<file path="src/rtl/ram8_16.sv">
// ram8_16: 8 x WIDTH Hack RAM8 with clocked write, combinational read and a
// self-sequenced clear sweep. The write strobe is decoded through dmux8way_gate.
`default_nettype none

module dmux8way_gate (
  input  logic       in,
  input  logic [2:0] sel,
  output logic       a,
  output logic       b,
  output logic       c,
  output logic       d,
  output logic       e,
  output logic       f,
  output logic       g,
  output logic       h
);
  logic lo_half;
  logic hi_half;

  // Two-level tree: sel[2] splits the halves, sel[1:0] picks within a half.
  assign lo_half = in & ~sel[2];
  assign hi_half = in &  sel[2];

  assign a = lo_half & ~sel[1] & ~sel[0];
  assign b = lo_half & ~sel[1] &  sel[0];
  assign c = lo_half &  sel[1] & ~sel[0];
  assign d = lo_half &  sel[1] &  sel[0];
  assign e = hi_half & ~sel[1] & ~sel[0];
  assign f = hi_half & ~sel[1] &  sel[0];
  assign g = hi_half &  sel[1] & ~sel[0];
  assign h = hi_half &  sel[1] &  sel[0];
endmodule

module ram8_16 #(
  parameter int WIDTH = 16,
  parameter int DEPTH = 8
) (
  input  logic             clk,
  input  logic             reset,
  input  logic [WIDTH-1:0] in,
  input  logic [2:0]       address,
  input  logic             load,
  input  logic             clear,
  output logic [WIDTH-1:0] out,
  output logic             busy
);
  typedef enum logic {
    IDLE  = 1'b0,
    SWEEP = 1'b1
  } state_t;

  state_t           state_q;
  state_t           state_d;
  logic [2:0]       ptr_q;
  logic [2:0]       ptr_d;
  logic [WIDTH-1:0] mem_q [DEPTH];
  logic [WIDTH-1:0] mem_d [DEPTH];

  logic             load_taken;
  logic [7:0]       ld;

  // A write is only taken in IDLE and only when no clear shares the edge.
  assign load_taken = load & (state_q == IDLE) & ~clear;

  dmux8way_gate u_dmux (
    .in  (load_taken),
    .sel (address),
    .a   (ld[0]),
    .b   (ld[1]),
    .c   (ld[2]),
    .d   (ld[3]),
    .e   (ld[4]),
    .f   (ld[5]),
    .g   (ld[6]),
    .h   (ld[7])
  );

  always_comb begin
    state_d = state_q;
    ptr_d   = ptr_q;
    for (int i = 0; i < DEPTH; i++) begin
      mem_d[i] = mem_q[i];
    end

    case (state_q)
      IDLE: begin
        if (clear) begin
          state_d = SWEEP;
          ptr_d   = 3'd0;
        end else begin
          for (int i = 0; i < DEPTH; i++) begin
            if (ld[i]) begin
              mem_d[i] = in;
            end
          end
        end
      end
      SWEEP: begin
        mem_d[ptr_q] = '0;
        ptr_d        = ptr_q + 3'd1;
        if (ptr_q == 3'd7) begin
          state_d = IDLE;
        end
      end
      default: begin
        state_d = IDLE;
        ptr_d   = 3'd0;
      end
    endcase
  end

  always_ff @(posedge clk or posedge reset) begin
    if (reset) begin
      state_q <= IDLE;
      ptr_q   <= 3'd0;
      for (int i = 0; i < DEPTH; i++) begin
        mem_q[i] <= '0;
      end
    end else begin
      state_q <= state_d;
      ptr_q   <= ptr_d;
      for (int i = 0; i < DEPTH; i++) begin
        mem_q[i] <= mem_d[i];
      end
    end
  end

  assign out  = mem_q[address];
  assign busy = (state_q == SWEEP);
endmodule

`default_nettype wire

</file>
<file path="config.mk">
export PLATFORM = sky130hd
export DESIGN_NAME = ram8_16
export DESIGN_NICKNAME = d
export VERILOG_FILES = /design/src/rtl/ram8_16.sv
export SDC_FILE = /design/constraint.sdc
export NUM_CORES = 1
export LEC_CHECK = 0
export BUFFER_PORTS_ARGS = -buffer_cell sky130_fd_sc_hd__clkbuf_2
export CORE_UTILIZATION = 35
export CTS_BUF_LIST = sky130_fd_sc_hd__clkbuf_8
export DETAILED_ROUTE_END_ITERATION = 6
export PLACE_DENSITY_LB_ADDON = 0.1
export SLEW_MARGIN = 30
export SYNTH_ARGS = -nofsm -noshare
export SYNTH_HDL_FRONTEND = slang
export SYNTH_SLANG_ARGS = --single-unit
</file>
<file path="constraint.sdc">
create_clock -name clk -period 4.3 [get_ports clk]
set_clock_uncertainty 0.05 [all_clocks]
set_input_delay 0.86 -clock clk [delete_from_list [all_inputs] [get_ports clk]]
set_output_delay 0.86 -clock clk [all_outputs]
set_load 0.02 [all_outputs]
</file>
==> flow_summary.yaml, run 1 <==
setup_path:
  cp.arrival_ps: 2580
  critPathMaxFanout: 13
  crit_start: "address[1]"
  cp_common_cell: "clkbuf_2"
  cp.required_ps: 3390
  criticalPathCategory: "primary input to output pin"
  crit_path_start_kind: "primary input"
  max_stage_delay_ps: 530
  crit_chain: "clkbuf_2 -> buf_4 -> mux4_2 -> mux2_2 -> clkbuf_2"
  r2r_start: "busy"
  slowest_stage: "mux4_2"
  end_kind: "output pin"
layout:
  final_nets: 581
  utilization_pct: 39.9
  drive_above_1_share_pct: 23.9
  area_delta_synth_final_pct: 10.7
  diodes: 0
sta:
  setup-tns-final_ps: 0
  slew_violations: 0
  finalCritPeriodShare_pct: 81.1
  hold_viol: 0
  setup_viol: 0
  rsz0062_at_grt: "false"
  worst_pin_slew_ps: 972
  holdWs_ps: 476
  slew_headroom_pct: 35.2
  worst_slack_ps: 813
  min_period_ps: 3490
  fmax_ghz: 0.287
synthesis:
  yosysMostFrequentCell: "dfrtp_1"
  synth_top_flop_cell: "dfrtp_1"
  ys_top_cells_by_count: "dfrtp_1 (132), nand2_1 (130), mux2i_1 (128)"
  synth_edf_count: 0
  synthCells: 521
  yosysWarnings: 0
  avgSynthCellArea_um2: 12.5
  synth.top_cell.area_share_pct: 50.5
  ys_async_sr_fraction_pct: 100
  syn_area_um2: 6540
  syn_nets: 546
  yosysUniqueCellTypes: 26
  yosys_register_bits: 132
  yosys-top-cells-area: "dfrtp_1 (51%), mux2i_1 (20%), mux4_2 (11%), nand2_1 (7.5%), mux2_2 (2.9%)"
  seq_area_frac_synth_pct: 50.5
  yosysTopAreaCell: "dfrtp_1"
route:
  drc: 3
  routed_wl_mm: 17.6
  vias: 4175
  ant_nets: 0
  via_per_inst: 5.28
  post_drt_wl_per_cell_um: 22.3
  drt_iter0_drc: 218
  drtPass1Iterations: 7
cts:
  cts_tree: "done"
  clock_latency_ps: 440
  cts.clk_slew.worst_paths_ps: 70
  cts.hold.buffers_added: 0
  cts.path.max_buffers: 2
  root_buffer: "clkbuf_8"
  cts.sinks: 132
  cts-resized-gates: 0
  numCtsBuffers: 17
  post_cts.repair.setup_buffers: 0
  htreeDepth: 4
min_path:
  hold_class: "flop to flop"
  hp-start: "mem_q[64]"
die:
  dieWidth_um: 139
  start_util_pct: 36.0
  pin_count: 40
  fp.dieH_um: 139
  dieArea_um2: 19200
  core_area_um2: 18100
  rows: 49
power_and_ir_drop:
  total_power_mw: 3.84
  irDropWorstVdd_v: 0.000192
  p_leak_nw: 4.00
  pwr_density_cell_nw_per_um2: 531
global_routing:
  grt_pass1_wl_mm: 27.9
  grt_antenna_before_repair: 0
  grt_usage_pct: 19.8
  grt_pass1_vias: 4596
  grt_max_degree: 133
  grt_overflow: 0
run_status:
  violations: "DRC"
  status: "complete, but fails checks"
placement:
  routabilityCongestion: 0.739
  dpl_worst_slack_ps: 761
  io_buffer_count: 39
  dp_hpwl_mm: 10.3
run:
  maxCapViolCount: 0
## flip-flops by register name (all words and copies together), names as in the netlist
name   count
mem_q    128
ptr_q      3
busy       1
## critical path: cells and delay by family
family / cells / cell delay, ps
buffers and inverters: 3 / 900
multiplexers: 2 / 810
## area by class of cell
type	count	area (um2)
clock buffers	20	275
repair buffers	51	334
clock inverters	4	16.3
fillers	1708	10900
inverters	17	67.6
flip-flops and latches	132	3300
multi-input cells	337	2950
well taps	229	287
## stage by stage
step / std cells / instance area, um2
final: 790 / 7240
after global routing: 790 / 7240
after CTS: 790 / 7240
after detailed placement: 766 / 6950
after global placement: 763 / 6910
after floorplan: 521 / 6540
## power breakdown
| group | switching [mW] | internal, mW | total (mW) |
|---|---|---|---|
| combinational | 0.660 | 0.486 | 1.15 |
| sequential | 0.237 | 1.61 | 1.84 |
| clock | 0.439 | 0.411 | 0.850 |
| total | 1.34 | 2.50 | 3.84 |
## cells by family (layout without fill, tap and decap cells)
logic type | count (synthesis) | after routing | synth area share, %
buf+inv | 52 | 92 | 4.35
compound gates | 3 | 3 | 0.230
flops | 132 | 132 | 50.5
simple gates | 155 | 155 | 10.9
fa+ha+maj | 2 | 2 | 0.383
mux | 177 | 177 | 33.6
## layer usage
layer,vias up,track usage (%),share of wire (%)
met5,-,0,0
met4,0,7.54,2.1
met3,32,4.49,4.0
met2,99,32.6,49
met1,2170,25.4,45
li1,1874,-,-
## path summary, 6_finish.rpt
check | endpoint | slack, ps | cells past startpoint
worst min register to register | mem_q[64] | 480 | 2
worst min-delay path | mem_q[64] | 480 | 2
worst max-delay path | out[5] | 810 | 5
worst max register to register | mem_q[72] | 2050 | 4
min in group asynchronous | busy | 570 | 3
max in group asynchronous | mem_q[85] | 3090 | 3
## placed cells by master (no fill, tap or decap), types with 3 or more instances in the layout
cell type,count
clkbuf_8,20
nand4b_1,3
mux2_2,17
clkbuf_2,39
nand2_1,130
inv_1,19
buf_4,7
buf_12,3
mux4_2,32
mux2i_1,128
nand2_2,6
dfrtp_1,132
(Power assumes the default switching activity.)
==> run 2, diff against run 1 <==
clock period = 3.5 ns   (was 4.3 ns; I/O delays follow)
==> flow_summary.yaml, run 2 (same netlist as run 1, synthesis figures left out) <==
setup_path:
  critPathMaxFanout: 37
  end_kind: "output pin"
  rr_worst_depth: 3
  rrSetupSlack_ps: 1370
  crit_path_start_kind: "primary input"
  cp.arrival_ps: 2110
  criticalPathCategory: "primary input to output pin"
  cp.required_ps: 2750
  r2r_start: "busy"
  rr_endpoint: "mem_q[127]"
global_routing:
  grt_overflow: 0
  grt_antenna_before_repair: 0
  grt_usage_pct: 19.2
  grt_max_degree: 50
  grt_pass1_vias: 4510
  grt_pass1_wl_mm: 27.2
power_and_ir_drop:
  pwr_density_cell_nw_per_um2: 684
  irDropWorstVdd_v: 0.000254
  p_leak_nw: 4.07
  total_power_mw: 5.07
route:
  drtPass1Iterations: 7
  vias: 4178
  ant_nets: 0
  drc: 4
  post_drt_wl_per_cell_um: 21.3
  drt_iter0_drc: 244
  routed_wl_mm: 17.0
  via_per_inst: 5.22
layout:
  final_nets: 583
  largest-register: "mem_q"
  multi_input_area_um2: 2950
  final_cell_mix: "dfrtp_1 (132), nand2_1 (130), mux2i_1 (128), clkbuf_2 (39), mux4_2 (32)"
  fillers: 1748
  area_delta_synth_final_pct: 13.3
  utilization_pct: 40.8
  fin_area_um2: 7400
  diodes: 0
  final_common_cell: "dfrtp_1"
  seqCellArea_um2: 3300
  largest_reg_flops: 128
  drive_above_1_share_pct: 25.2
sta:
  worst_pin_slew_ps: 897
  rsz0062_at_grt: "false"
  hold_viol: 0
  slew_violations: 0
  setup_viol: 0
  holdWs_ps: 174
  finalCritPeriodShare_pct: 81.7
  min_period_ps: 2860
  setup-tns-final_ps: 0
  fmax_ghz: 0.350
  slew_headroom_pct: 40.2
placement:
  dpl-instance-area_um2: 6970
  routabilityCongestion: 0.737
  io_buffer_count: 39
  dp_hpwl_mm: 9.93
run:
  maxCapViolCount: 0
die:
  dieWidth_um: 139
  dieArea_um2: 19200
  rows: 49
  fp.dieH_um: 139
  core_area_um2: 18100
  pin_count: 40
  start_util_pct: 36.0
cts:
  cts.hold.buffers_added: 0
  cts.clk_slew.worst_paths_ps: 80
  root_buffer: "clkbuf_8"
  numCtsBuffers: 17
  cts.path.max_buffers: 2
  cts_tree: "done"
  cts-resized-gates: 0
  post_cts.repair.setup_buffers: 0
  htreeDepth: 4
  cts.sinks: 132
  clock_latency_ps: 430
run_status:
  status: "complete, but fails checks"
  violations: "DRC"
min_path:
  hold_class: "primary input to asynchronous set/reset pin"
-- run 2: per-stage QoR --
stage / cells / setup WS [ps]
final: 800 / 640
after global routing: 800 / 590
after CTS: 800 / 622
after detailed placement: 768 / 623
after global placement: 767 / 631
after floorplan: 521 / 781
-- run 2: per-layer routing --
layer	vias up	track usage, %	wire [um]
li1	1887	-	-
met1	2187	25.4	7860
met2	91	31.7	8270
met3	13	4.32	751
met4	0	5.03	161
met5	-	0	0
-- run 2: worst max-delay path by stage --
stage                     slack [ps]       start  endpoint
after floorplan                  780  address[1]   out[10]
after global placement           630  address[0]    out[1]
after detailed placement         620  address[1]    out[1]
after CTS                        620  address[1]    out[1]
after global routing             590  address[0]    out[4]
final                            640  address[1]    out[1]
-- run 2: area by class of cell --
cell class | instances | area share, %
clock inverters | 14 | 2.53
inverters | 17 | 0.912
well taps | 229 | 3.87
clock buffers | 18 | 3.35
multi-input cells | 337 | 39.8
flip-flops and latches | 132 | 44.6
repair buffers | 53 | 4.90
-- run 2: power breakdown --
group | internal [mW] | switching, mW
combinational | 0.595 | 0.797
sequential | 1.97 | 0.290
clock | 0.791 | 0.619
total | 3.36 | 1.71
-- run 2: worst max-delay path, cell delays in order --
cell      delay, ps
clkbuf_2        100
buf_12          280
mux4_2          560
mux2_2          290
clkbuf_2        160
==> run 3, diff against run 2 <==
clock period = 2.3 ns   (was 3.5 ns; I/O delays follow)
==> flow_summary.yaml, run 3 (same netlist as run 1, synthesis figures left out) <==
cts:
  root_buffer: "clkbuf_8"
  cts.sinks: 132
  cts.clk_slew.worst_paths_ps: 80
  cts.path.max_buffers: 2
  clock_latency_ps: 440
  cts_tree: "done"
  htreeDepth: 4
  numCtsBuffers: 17
  cts.hold.buffers_added: 0
die:
  pin_count: 40
  rows: 49
  dieWidth_um: 139
  fp.dieH_um: 139
  core_area_um2: 18100
  start_util_pct: 36.0
  dieArea_um2: 19200
sta:
  min_period_ps: 2290
  worst_slack_ps: 10.8
  finalCritPeriodShare_pct: 99.5
  slew_violations: 0
  setup_viol: 0
  hold_viol: 0
  rsz0062_at_grt: "true"
  fmax_ghz: 0.437
  worst_pin_slew_ps: 685
  setup-tns-final_ps: 0
  slew_headroom_pct: 54.2
route:
  post_drt_wl_per_cell_um: 20.9
  vias: 4332
  drt_iter0_drc: 205
  ant_nets: 0
  drc: 4
  via_per_inst: 5.16
  drtPass1Iterations: 7
  routed_wl_mm: 17.5
power_and_ir_drop:
  switching_power_mw: 2.66
  irDropWorstVdd_v: 0.000398
  p_leak_nw: 4.36
  internal_power_mw: 5.38
  comb_power_share_pct: 31.1
  pwr-share-clk_pct: 26.4
  pwr_density_cell_nw_per_um2: 1010
  sw_frac_of_total_pct: 33.1
  p_seq_share_pct: 42.5
setup_path:
  cp.arrival_ps: 1780
  crit_chain: "clkbuf_4 -> buf_12 -> mux4_2 -> mux2_4 -> buf_6"
  end_kind: "output pin"
  criticalPathCategory: "primary input to output pin"
  crit_path_start_kind: "primary input"
  critical_path.top_delay_family: "multiplexers"
  cp_num_buf_inv: 3
  cp.required_ps: 1790
  critPathMaxFanout: 11
  slowest_stage: "mux4_2"
  max_stage_delay_ps: 540
run:
  maxCapViolCount: 0
layout:
  largest_reg_flops: 128
  final_cell_mix: "dfrtp_1 (132), nand2_1 (130), mux2i_1 (128), buf_4 (42), mux4_2 (32)"
  final_common_cell: "dfrtp_1"
  drive_above_1_share_pct: 29.8
  area_delta_synth_final_pct: 21.4
  diodes: 0
  final_nets: 622
  largest-register: "mem_q"
global_routing:
  grt_pass1_vias: 4612
  grt_max_degree: 67
  grt_overflow: 0
  grt_antenna_before_repair: 0
  grt_usage_pct: 19.3
  grt_pass1_wl_mm: 27.4
placement:
  dp_hpwl_mm: 10.9
  dpl_worst_slack_ps: -4.04
  routabilityCongestion: 0.737
  io_buffer_count: 39
run_status:
  status: "complete, but fails checks"
  violations: "DRC"
min_path:
  hold_class: "primary input to asynchronous set/reset pin"
-- run 3: cell count changes in the layout (fill, tap and decap cells not counted), moves of 2 or more --
cell      delta
buf_4       +33
clkinv_4     -2
buf_2        +2
buf_6       +12
buf_12       +5
mux2_4      +12
buf_8        +2
mux2_2      -12
clkbuf_2    -18
-- run 3: layout make-up --
class | instances | area (um2)
Inverter | 17 | 67.6
Multi-Input combinational cell | 337 | 2990
Fill cell | 1736 | 10200
Clock inverter | 15 | 190
Timing Repair Buffer | 92 | 861
Clock buffer | 17 | 234
Sequential cell | 132 | 3300
Tap cell | 229 | 287
-- run 3: what timing repair did --
action	CTS	global route
resized for setup	6	53
gates cloned	1	1
setup endpoints to repair	9	16
buffers inserted	0	14
-- run 3: power by group through the flow --
stage / logic [mW] / clock network [mW] / registers, mW
finish: 2.50 / 2.12 / 3.42
global route: 2.73 / 2.28 / 3.49
CTS: 2.30 / 2.17 / 3.41
floorplan: 1.58 / 0 / 3.30
detailed placement: 2.26 / 0 / 3.45
global placement: 2.20 / 0 / 3.43
-- run 3: stage by stage --
stage | power, mW | cell area [um2] | hold WS [ps] | cells | utilization (%)
2_1_floorplan | 4.88 | 6540 | 446 | 521 | -
3_3_place_gp | 5.63 | 7200 | 459 | 791 | 39.7
3_5_place_dp | 5.71 | 7200 | 469 | 791 | 39.7
4_1_cts | 7.88 | 7690 | 67.3 | 824 | 42.4
5_1_grt | 8.50 | 7940 | 73.5 | 839 | 43.7
6_report | 8.03 | 7940 | 75.4 | 839 | 43.7
-- run 3: final timing paths --
path	start	slack (ps)	cells past startpoint	to
max	address[1]	10	5	out[4]
max in group asynchronous	reset	1810	3	mem_q[5]
min reg2reg	mem_q[25]	480	2	mem_q[25]
max reg2reg	ptr_q[0]	670	4	mem_q[116]
min	reset	80	3	mem_q[16]
min in group clk	in[10]	320	3	mem_q[58]
-- run 3: worst register-to-register path, stage by stage (launching register included) --
cell	delay [ps]
dfrtp_1	490
or4b_1	550
buf_4	230
nand2_1	110
mux2i_1	70
-- run 3: layer usage --
layer,GRT usage [%],part of all wire (%),vias to the layer above
met5,0,0,-
met4,5.09,1.1,0
met3,4.70,3.2,12
met2,32.4,50,73
met1,25.1,46,2276
li1,-,-,1971
